File: src/rtl/cpu_pkg.sv
`default_nettype none
// ============================================================================
// cpu_pkg : state codes, opcode constants and defaults for the CPU sequencer
// Revision: 1.0
// ============================================================================
package cpu_pkg;

  typedef enum logic [2:0] {
    ST_IDLE   = 3'd0,
    ST_FETCH  = 3'd1,
    ST_DECODE = 3'd2,
    ST_EXEC   = 3'd3,
    ST_MEM    = 3'd4,
    ST_WB     = 3'd5,
    ST_HALT   = 3'd6
  } state_t;

  localparam logic [6:0] OP_BL        = 7'd0;
  localparam logic [6:0] OP_BEQ       = 7'd1;
  localparam logic [6:0] OP_BRA       = 7'd8;
  localparam logic [6:0] OP_ALU_FIRST = 7'd9;
  localparam logic [6:0] OP_CMP       = 7'd14;
  localparam logic [6:0] OP_BIT       = 7'd18;
  localparam logic [6:0] OP_ALU_LAST  = 7'd32;
  localparam logic [6:0] OP_LD        = 7'd33;
  localparam logic [6:0] OP_ST        = 7'd34;
  localparam logic [6:0] OP_MOVL      = 7'd35;
  localparam logic [6:0] OP_MOVH      = 7'd38;
  localparam logic [6:0] OP_LDR       = 7'd39;
  localparam logic [6:0] OP_STR       = 7'd40;
  localparam logic [6:0] OP_BKPT      = 7'd41;

  localparam int MEM_TIMEOUT_DEFAULT = 15;

  function automatic logic is_load(input logic [6:0] op);
    return (op == OP_LD) || (op == OP_LDR);
  endfunction

  function automatic logic is_store(input logic [6:0] op);
    return (op == OP_ST) || (op == OP_STR);
  endfunction

endpackage
`default_nettype wire

File: src/rtl/cpu_sequencer_if.sv
`default_nettype none
// ============================================================================
// cpu_sequencer_if : decoder/memory handshake and control strobes of the sequencer
// Revision: 1.0
// ============================================================================
interface cpu_sequencer_if;

  logic       Run;
  logic [6:0] OP;
  logic       FLT;
  logic       MemRdy;
  logic       BrTaken;

  logic       MemRd;
  logic       MemWr;
  logic       MemAddrSel;
  logic       IRLoad;
  logic       E;
  logic       PCInc;
  logic       PCLoad;
  logic       ALUEn;
  logic       RegWE;
  logic       Halted;
  logic       Fault;
  logic [2:0] State;

  modport master (
    input  Run, OP, FLT, MemRdy, BrTaken,
    output MemRd, MemWr, MemAddrSel, IRLoad, E, PCInc, PCLoad, ALUEn, RegWE,
           Halted, Fault, State
  );

  modport slave (
    output Run, OP, FLT, MemRdy, BrTaken,
    input  MemRd, MemWr, MemAddrSel, IRLoad, E, PCInc, PCLoad, ALUEn, RegWE,
           Halted, Fault, State
  );

endinterface
`default_nettype wire

File: src/rtl/mem_wait_timer.sv
`default_nettype none
// ============================================================================
// mem_wait_timer : saturating wait-cycle counter with limit compare
// Revision: 1.0
// ============================================================================
module mem_wait_timer #(
  parameter int WIDTH = 4
) (
  input  logic             clk,
  input  logic             rst,
  input  logic             clear,
  input  logic             enable,
  input  logic [WIDTH-1:0] limit,
  output logic             expired
);

  logic [WIDTH-1:0] count;

  always_ff @(posedge clk) begin
    if (rst || clear) begin
      count <= '0;
    end else if (enable && (count < limit)) begin
      count <= count + WIDTH'(1);
    end
  end

  assign expired = (count >= limit);

endmodule
`default_nettype wire

File: src/rtl/cpu_sequencer.sv
`default_nettype none
// ============================================================================
// cpu_sequencer : multi-cycle fetch/decode/exec/mem/writeback control sequencer
// Revision: 1.0
// ============================================================================
module cpu_sequencer
  import cpu_pkg::*;
#(
  parameter int MEM_TIMEOUT = MEM_TIMEOUT_DEFAULT
) (
  input  logic            Clock,
  input  logic            Reset,
  cpu_sequencer_if.master bus
);

  localparam int WAIT_W = (MEM_TIMEOUT < 1) ? 1 : $clog2(MEM_TIMEOUT + 1);
  localparam logic [WAIT_W-1:0] WAIT_LIMIT = WAIT_W'(MEM_TIMEOUT);

  state_t     state;
  state_t     next_state;
  state_t     boundary;
  logic [6:0] op_q;
  logic       fault;
  logic       fault_next;

  logic mem_rd, mem_wr, addr_sel, ir_load, dec_en, pc_inc, pc_load, alu_en, reg_we;
  logic wait_clear, wait_en, wait_expired;

  mem_wait_timer #(
    .WIDTH (WAIT_W)
  ) u_wait (
    .clk     (Clock),
    .rst     (Reset),
    .clear   (wait_clear),
    .enable  (wait_en),
    .limit   (WAIT_LIMIT),
    .expired (wait_expired)
  );

  always_comb begin
    next_state = state;
    fault_next = fault;
    boundary   = bus.Run ? ST_FETCH : ST_IDLE;
    mem_rd     = 1'b0;
    mem_wr     = 1'b0;
    addr_sel   = 1'b0;
    ir_load    = 1'b0;
    dec_en     = 1'b0;
    pc_inc     = 1'b0;
    pc_load    = 1'b0;
    alu_en     = 1'b0;
    reg_we     = 1'b0;

    case (state)
      ST_IDLE: begin
        if (bus.Run) next_state = ST_FETCH;
      end

      ST_FETCH: begin
        if (wait_expired) begin
          next_state = ST_HALT;
          fault_next = 1'b1;
        end else begin
          mem_rd = 1'b1;
          if (bus.MemRdy) begin
            ir_load    = 1'b1;
            pc_inc     = 1'b1;
            next_state = ST_DECODE;
          end
        end
      end

      ST_DECODE: begin
        dec_en     = 1'b1;
        next_state = ST_EXEC;
      end

      // EXEC classifies on the live decoder outputs; FLT outranks any opcode
      ST_EXEC: begin
        if (bus.FLT || (bus.OP > OP_BKPT)) begin
          next_state = ST_HALT;
          fault_next = 1'b1;
        end else if (bus.OP <= OP_BRA) begin
          pc_load    = ((bus.OP == OP_BL) || (bus.OP == OP_BRA)) ? 1'b1 : bus.BrTaken;
          next_state = boundary;
        end else if (bus.OP <= OP_ALU_LAST) begin
          alu_en     = 1'b1;
          next_state = ST_WB;
        end else if (is_load(bus.OP) || is_store(bus.OP)) begin
          next_state = ST_MEM;
        end else if (bus.OP == OP_BKPT) begin
          next_state = ST_HALT;
        end else begin
          next_state = ST_WB;
        end
      end

      ST_MEM: begin
        if (wait_expired) begin
          next_state = ST_HALT;
          fault_next = 1'b1;
        end else begin
          addr_sel = 1'b1;
          mem_rd   = is_load(op_q);
          mem_wr   = is_store(op_q);
          if (bus.MemRdy) next_state = is_load(op_q) ? ST_WB : boundary;
        end
      end

      ST_WB: begin
        reg_we     = (op_q != OP_CMP) && (op_q != OP_BIT);
        next_state = boundary;
      end

      ST_HALT: begin
        next_state = ST_HALT;
      end

      default: begin
        next_state = ST_HALT;
        fault_next = 1'b1;
      end
    endcase

    if (Reset) begin
      mem_rd   = 1'b0;
      mem_wr   = 1'b0;
      addr_sel = 1'b0;
      ir_load  = 1'b0;
      dec_en   = 1'b0;
      pc_inc   = 1'b0;
      pc_load  = 1'b0;
      alu_en   = 1'b0;
      reg_we   = 1'b0;
    end

    // Any state change restarts the wait count, so FETCH/MEM always begin at zero
    wait_clear = (next_state != state);
    wait_en    = ((state == ST_FETCH) || (state == ST_MEM)) && !bus.MemRdy && !wait_expired;
  end

  always_ff @(posedge Clock) begin
    if (Reset) begin
      state <= ST_IDLE;
      op_q  <= '0;
      fault <= 1'b0;
    end else begin
      state <= next_state;
      fault <= fault_next;
      if (state == ST_DECODE) op_q <= bus.OP;
    end
  end

  assign bus.MemRd      = mem_rd;
  assign bus.MemWr      = mem_wr;
  assign bus.MemAddrSel = addr_sel;
  assign bus.IRLoad     = ir_load;
  assign bus.E          = dec_en;
  assign bus.PCInc      = pc_inc;
  assign bus.PCLoad     = pc_load;
  assign bus.ALUEn      = alu_en;
  assign bus.RegWE      = reg_we;
  assign bus.Halted     = (state == ST_HALT);
  assign bus.Fault      = fault;
  assign bus.State      = state;

endmodule
`default_nettype wire

File: src/flat_wrapper.sv
// flat-port wrapper written by rule: the top's interface ports become plain ports
module cpu_sequencer_flat import cpu_pkg::*;
#(
  parameter int MEM_TIMEOUT = MEM_TIMEOUT_DEFAULT
)
  (Clock, Reset, bus_Run, bus_OP, bus_FLT, bus_MemRdy, bus_BrTaken, bus_MemRd, bus_MemWr, bus_MemAddrSel, bus_IRLoad, bus_E, bus_PCInc, bus_PCLoad, bus_ALUEn, bus_RegWE, bus_Halted, bus_Fault, bus_State);
  cpu_sequencer_if bus_i ();
  input  logic Clock;
  input  logic Reset;
  input wire logic [$bits(bus_i.Run)-1:0] bus_Run;
  input wire logic [$bits(bus_i.OP)-1:0] bus_OP;
  input wire logic [$bits(bus_i.FLT)-1:0] bus_FLT;
  input wire logic [$bits(bus_i.MemRdy)-1:0] bus_MemRdy;
  input wire logic [$bits(bus_i.BrTaken)-1:0] bus_BrTaken;
  output wire logic [$bits(bus_i.MemRd)-1:0] bus_MemRd;
  output wire logic [$bits(bus_i.MemWr)-1:0] bus_MemWr;
  output wire logic [$bits(bus_i.MemAddrSel)-1:0] bus_MemAddrSel;
  output wire logic [$bits(bus_i.IRLoad)-1:0] bus_IRLoad;
  output wire logic [$bits(bus_i.E)-1:0] bus_E;
  output wire logic [$bits(bus_i.PCInc)-1:0] bus_PCInc;
  output wire logic [$bits(bus_i.PCLoad)-1:0] bus_PCLoad;
  output wire logic [$bits(bus_i.ALUEn)-1:0] bus_ALUEn;
  output wire logic [$bits(bus_i.RegWE)-1:0] bus_RegWE;
  output wire logic [$bits(bus_i.Halted)-1:0] bus_Halted;
  output wire logic [$bits(bus_i.Fault)-1:0] bus_Fault;
  output wire logic [$bits(bus_i.State)-1:0] bus_State;
  assign bus_i.Run = bus_Run;
  assign bus_i.OP = bus_OP;
  assign bus_i.FLT = bus_FLT;
  assign bus_i.MemRdy = bus_MemRdy;
  assign bus_i.BrTaken = bus_BrTaken;
  assign bus_MemRd = bus_i.MemRd;
  assign bus_MemWr = bus_i.MemWr;
  assign bus_MemAddrSel = bus_i.MemAddrSel;
  assign bus_IRLoad = bus_i.IRLoad;
  assign bus_E = bus_i.E;
  assign bus_PCInc = bus_i.PCInc;
  assign bus_PCLoad = bus_i.PCLoad;
  assign bus_ALUEn = bus_i.ALUEn;
  assign bus_RegWE = bus_i.RegWE;
  assign bus_Halted = bus_i.Halted;
  assign bus_Fault = bus_i.Fault;
  assign bus_State = bus_i.State;
  cpu_sequencer #(.MEM_TIMEOUT(MEM_TIMEOUT)) u_core (.Clock(Clock), .Reset(Reset), .bus(bus_i));
endmodule
File: config.mk
export PLATFORM = sky130hd
export DESIGN_NAME = cpu_sequencer_flat
export DESIGN_NICKNAME = d
export VERILOG_FILES = /design/src/rtl/cpu_pkg.sv /design/src/rtl/cpu_sequencer_if.sv /design/src/rtl/mem_wait_timer.sv /design/src/rtl/cpu_sequencer.sv /design/src/flat_wrapper.sv
export SDC_FILE = /design/constraint.sdc
export NUM_CORES = 1
export LEC_CHECK = 0
export CORE_MARGIN = 8
export CORE_UTILIZATION = 48
export CTS_CLUSTER_DIAMETER = 120
export DETAILED_ROUTE_END_ITERATION = 12
export PLACE_DENSITY = 0.76
export SYNTH_ARGS = -nofsm -noshare
export SYNTH_HDL_FRONTEND = slang
export SYNTH_HIERARCHICAL = 1
export SYNTH_SLANG_ARGS = --single-unit
File: constraint.sdc
create_clock -name Clock -period 4.8 [get_ports Clock]
set_input_delay 0.96 -clock Clock [delete_from_list [all_inputs] [get_ports Clock]]
set_output_delay 0.96 -clock Clock [all_outputs]
set_load 0.05 [all_outputs]
==> reports/results.ini <==
[setup_path]
path_cells = clkdlybuf4s50_1, o31a_1, nor4b_1, nor4b_1, clkdlybuf4s50_1
path_delay_family = buffers and inverters
end_kind = primary output
r2r_end = u_core/u_wait/count[1]
setup.worst_path.class = in2out
crit_slowest_cell = clkdlybuf4s50_1
critPathMaxFanout = 5
setup.worst_path.start_class = primary input
cp-endpoint = bus_PCLoad
cp.required_ns = 3.84
critPathArrivalTime_ns = 3.44
cp.depth = 5
crit_start = bus_OP[0]
worst-path-buf-inv = 2
reg2reg_slack_ns = 1.87
slowest_delay_ns = 0.85
rr_worst_depth = 12
worstReg2RegStart = u_core/u_wait/count[1]

[synthesis]
ys_ff_latch = 15
ys_seq_area_share_pct = 24.4
async_flop_share_pct = 0
ys.flop_type = dfxtp_1
yosys.area.top_type = dfxtp_1
synth_edf_count = 0
syn_area_mm2 = 0.00123
yosysUniqueCellTypes = 49
synthCells = 152
synth_common_cells = nor2_1, dfxtp_1, mux2i_1
synth_top_area_share_pct = 24.4
yosysMostFrequentCell = nor2_1
yosysWarnings = 6
synth_top_cells_by_area = dfxtp_1, mux2i_1, nor2_1
synth_area_per_cell_um2 = 8.11

[floorplanning]
coreArea_mm2 = 0.00245
die_area_mm2 = 0.00444
die_y_um = 66.7
io_pins = 27
initial_core_util_pct = 50.2
die_w_um = 66.7
core.rowCount = 18

[sta]
final_max_slew_viol_count = 0
worst_pin_slew_ns = 0.717
fin_hold_ws_ns = 0.501
finalSetupViolCount = 0
relSlewSlack_pct = 52.0
clock_skew_ns = 0.00998
fmax_ghz = 0.227
fin_crit_sh_pct = 91.6
fin_setup_tns_ns = 0
hold_viol = 0
finalCriticalPeriod_ns = 4.40
setup_ws_ns = 0.401
rsz0062_at_grt = false

[cts]
cts_tree = built
cts_num_sinks = 15
cts_buffer_depth = 2
post_cts_buffers = 0
h-tree-depth = 1
root_buffer = clkbuf_4
numCtsBuffers = 3
clock_latency_ns = 0.29
cts.repair.resized = 0
ctsHoldBuffers = 0
cts.reportedPaths.clkPinSlew_ns = 0.09

[cells_and_area]
diodes = 0
nNetsFinal = 197
final_layout_size_suffix_gt1_share_pct = 10.7
syn2layout_area_growth_pct = 24.6
fin_util_pct = 62.5
fillerInstances = 222

[global_routing]
grt_max_degree = 19
grt_use_total_pct = 14.8
grt_pass1_vias = 1168
antenna_found_initial = 0
grt_overflow_total = 0
grt_pass1_wl_um = 5330

[detailed_routing]
wl_um = 3220
num_vias = 1212
postRouteAntennaNets = 0
vias_per_cell = 5.83
wire_per_inst_um = 15.5
drc = 0
drt_iter0_drc = 86
firstDrtPassIters = 5

[placement]
gp_congestion = 0.919
io_buffer_count = 26
dp_slack_ns = 0.438
hpwl_um = 2520

[job]
cap_violations = 0

[power]
ir_drop_uv = 160
power.total_uw = 428
p_leak_nw = 0.607
power_density_mw_per_mm2 = 278

[hold_path]
hold_path_class = reg2reg

[run_status]
status = completed

## per-layer routing
metal	share of wire (%)	track usage [%]	up-vias
li1	-	-	596
met1	45	18.0	569
met2	48	23.5	43
met3	6.9	5.20	4
met4	0.78	5.33	0
met5	0	0	-
## sequential cells by signal (all words and copies together) (netlist names)
signal	flops
u_core/bus.State	3
u_core/op_q	7
u_core/bus.Fault	1
u_core/u_wait/count	4
## worst min-delay path by stage
stage	startpoint	end	slack, ns	cells past startpoint
after CTS	u_core/u_wait/count[3]	u_core/u_wait/count[3]	0.51	2
after floorplan	u_core/u_wait/count[3]	u_core/u_wait/count[3]	0.45	2
after detailed placement	u_core/bus.Fault	u_core/bus.Fault	0.49	2
after global routing	u_core/u_wait/count[0]	u_core/u_wait/count[0]	0.53	2
final	u_core/u_wait/count[0]	u_core/u_wait/count[0]	0.50	2
after global placement	u_core/bus.Fault	u_core/bus.Fault	0.45	2
## placed cells by master, fill, tap and decap left out, types with 2 or more instances in the layout
master / instances
a21oi_1: 7
and2_1: 2
clkbuf_4: 3
clkdlybuf4s50_1: 26
conb_1: 4
dfxtp_1: 15
ha_1: 5
inv_1: 5
mux2i_1: 12
nand2_1: 11
nand2b_1: 2
nand2b_4: 2
nand3_2: 2
nor2_1: 18
nor2b_1: 7
nor3_1: 7
nor3b_1: 2
nor4_1: 4
nor4b_1: 4
o21ai_0: 2
o21bai_1: 2
o31ai_1: 3
or3_1: 3
xnor2_1: 2
xor2_1: 2
## cells by family after synthesis
kind of cell,synth area share [%]
AND/OR/NAND/NOR,36.9
AO/OA/AOI/OAI,15.9
flip-flops,24.4
buffers and inverters,4.87
multiplexers,9.75
adder cells (fa/ha/maj),5.08
XOR/XNOR,2.84
other,0.304
## layout make-up
cell class	count	area, µm²	share of cell area [%]
multi-input combinational	127	883	57.5
sequential	15	300	19.6
timing repair buffer	27	268	17.4
tap	30	37.5	2.44
clock buffer	3	22.5	1.47
inverter	5	18.8	1.22
clock inverter	1	5.00	0.326
## stage by stage
stage                     std cells  instance area [µm²]
final                           208                 1540
after global routing            208                 1540
after CTS                       208                 1540
after detailed placement        204                 1510
after global placement          204                 1510
after floorplan                 155                 1240
## where the power goes
group	switching (mW)	internal, mW
clock network	0.0448	0.0310
logic	0.106	0.0818
registers	0.0270	0.137
## worst reg2reg max path: cells and delay by family, from the launching register on
family	cells	cell delay (ns)
AOI/OAI and AO/OA	4	0.66
and+or+nand+nor	5	1.22
muxes	2	0.31
adders and majority gates	1	0.31
DFF	1	0.35
(Power assumes the default switching activity.)
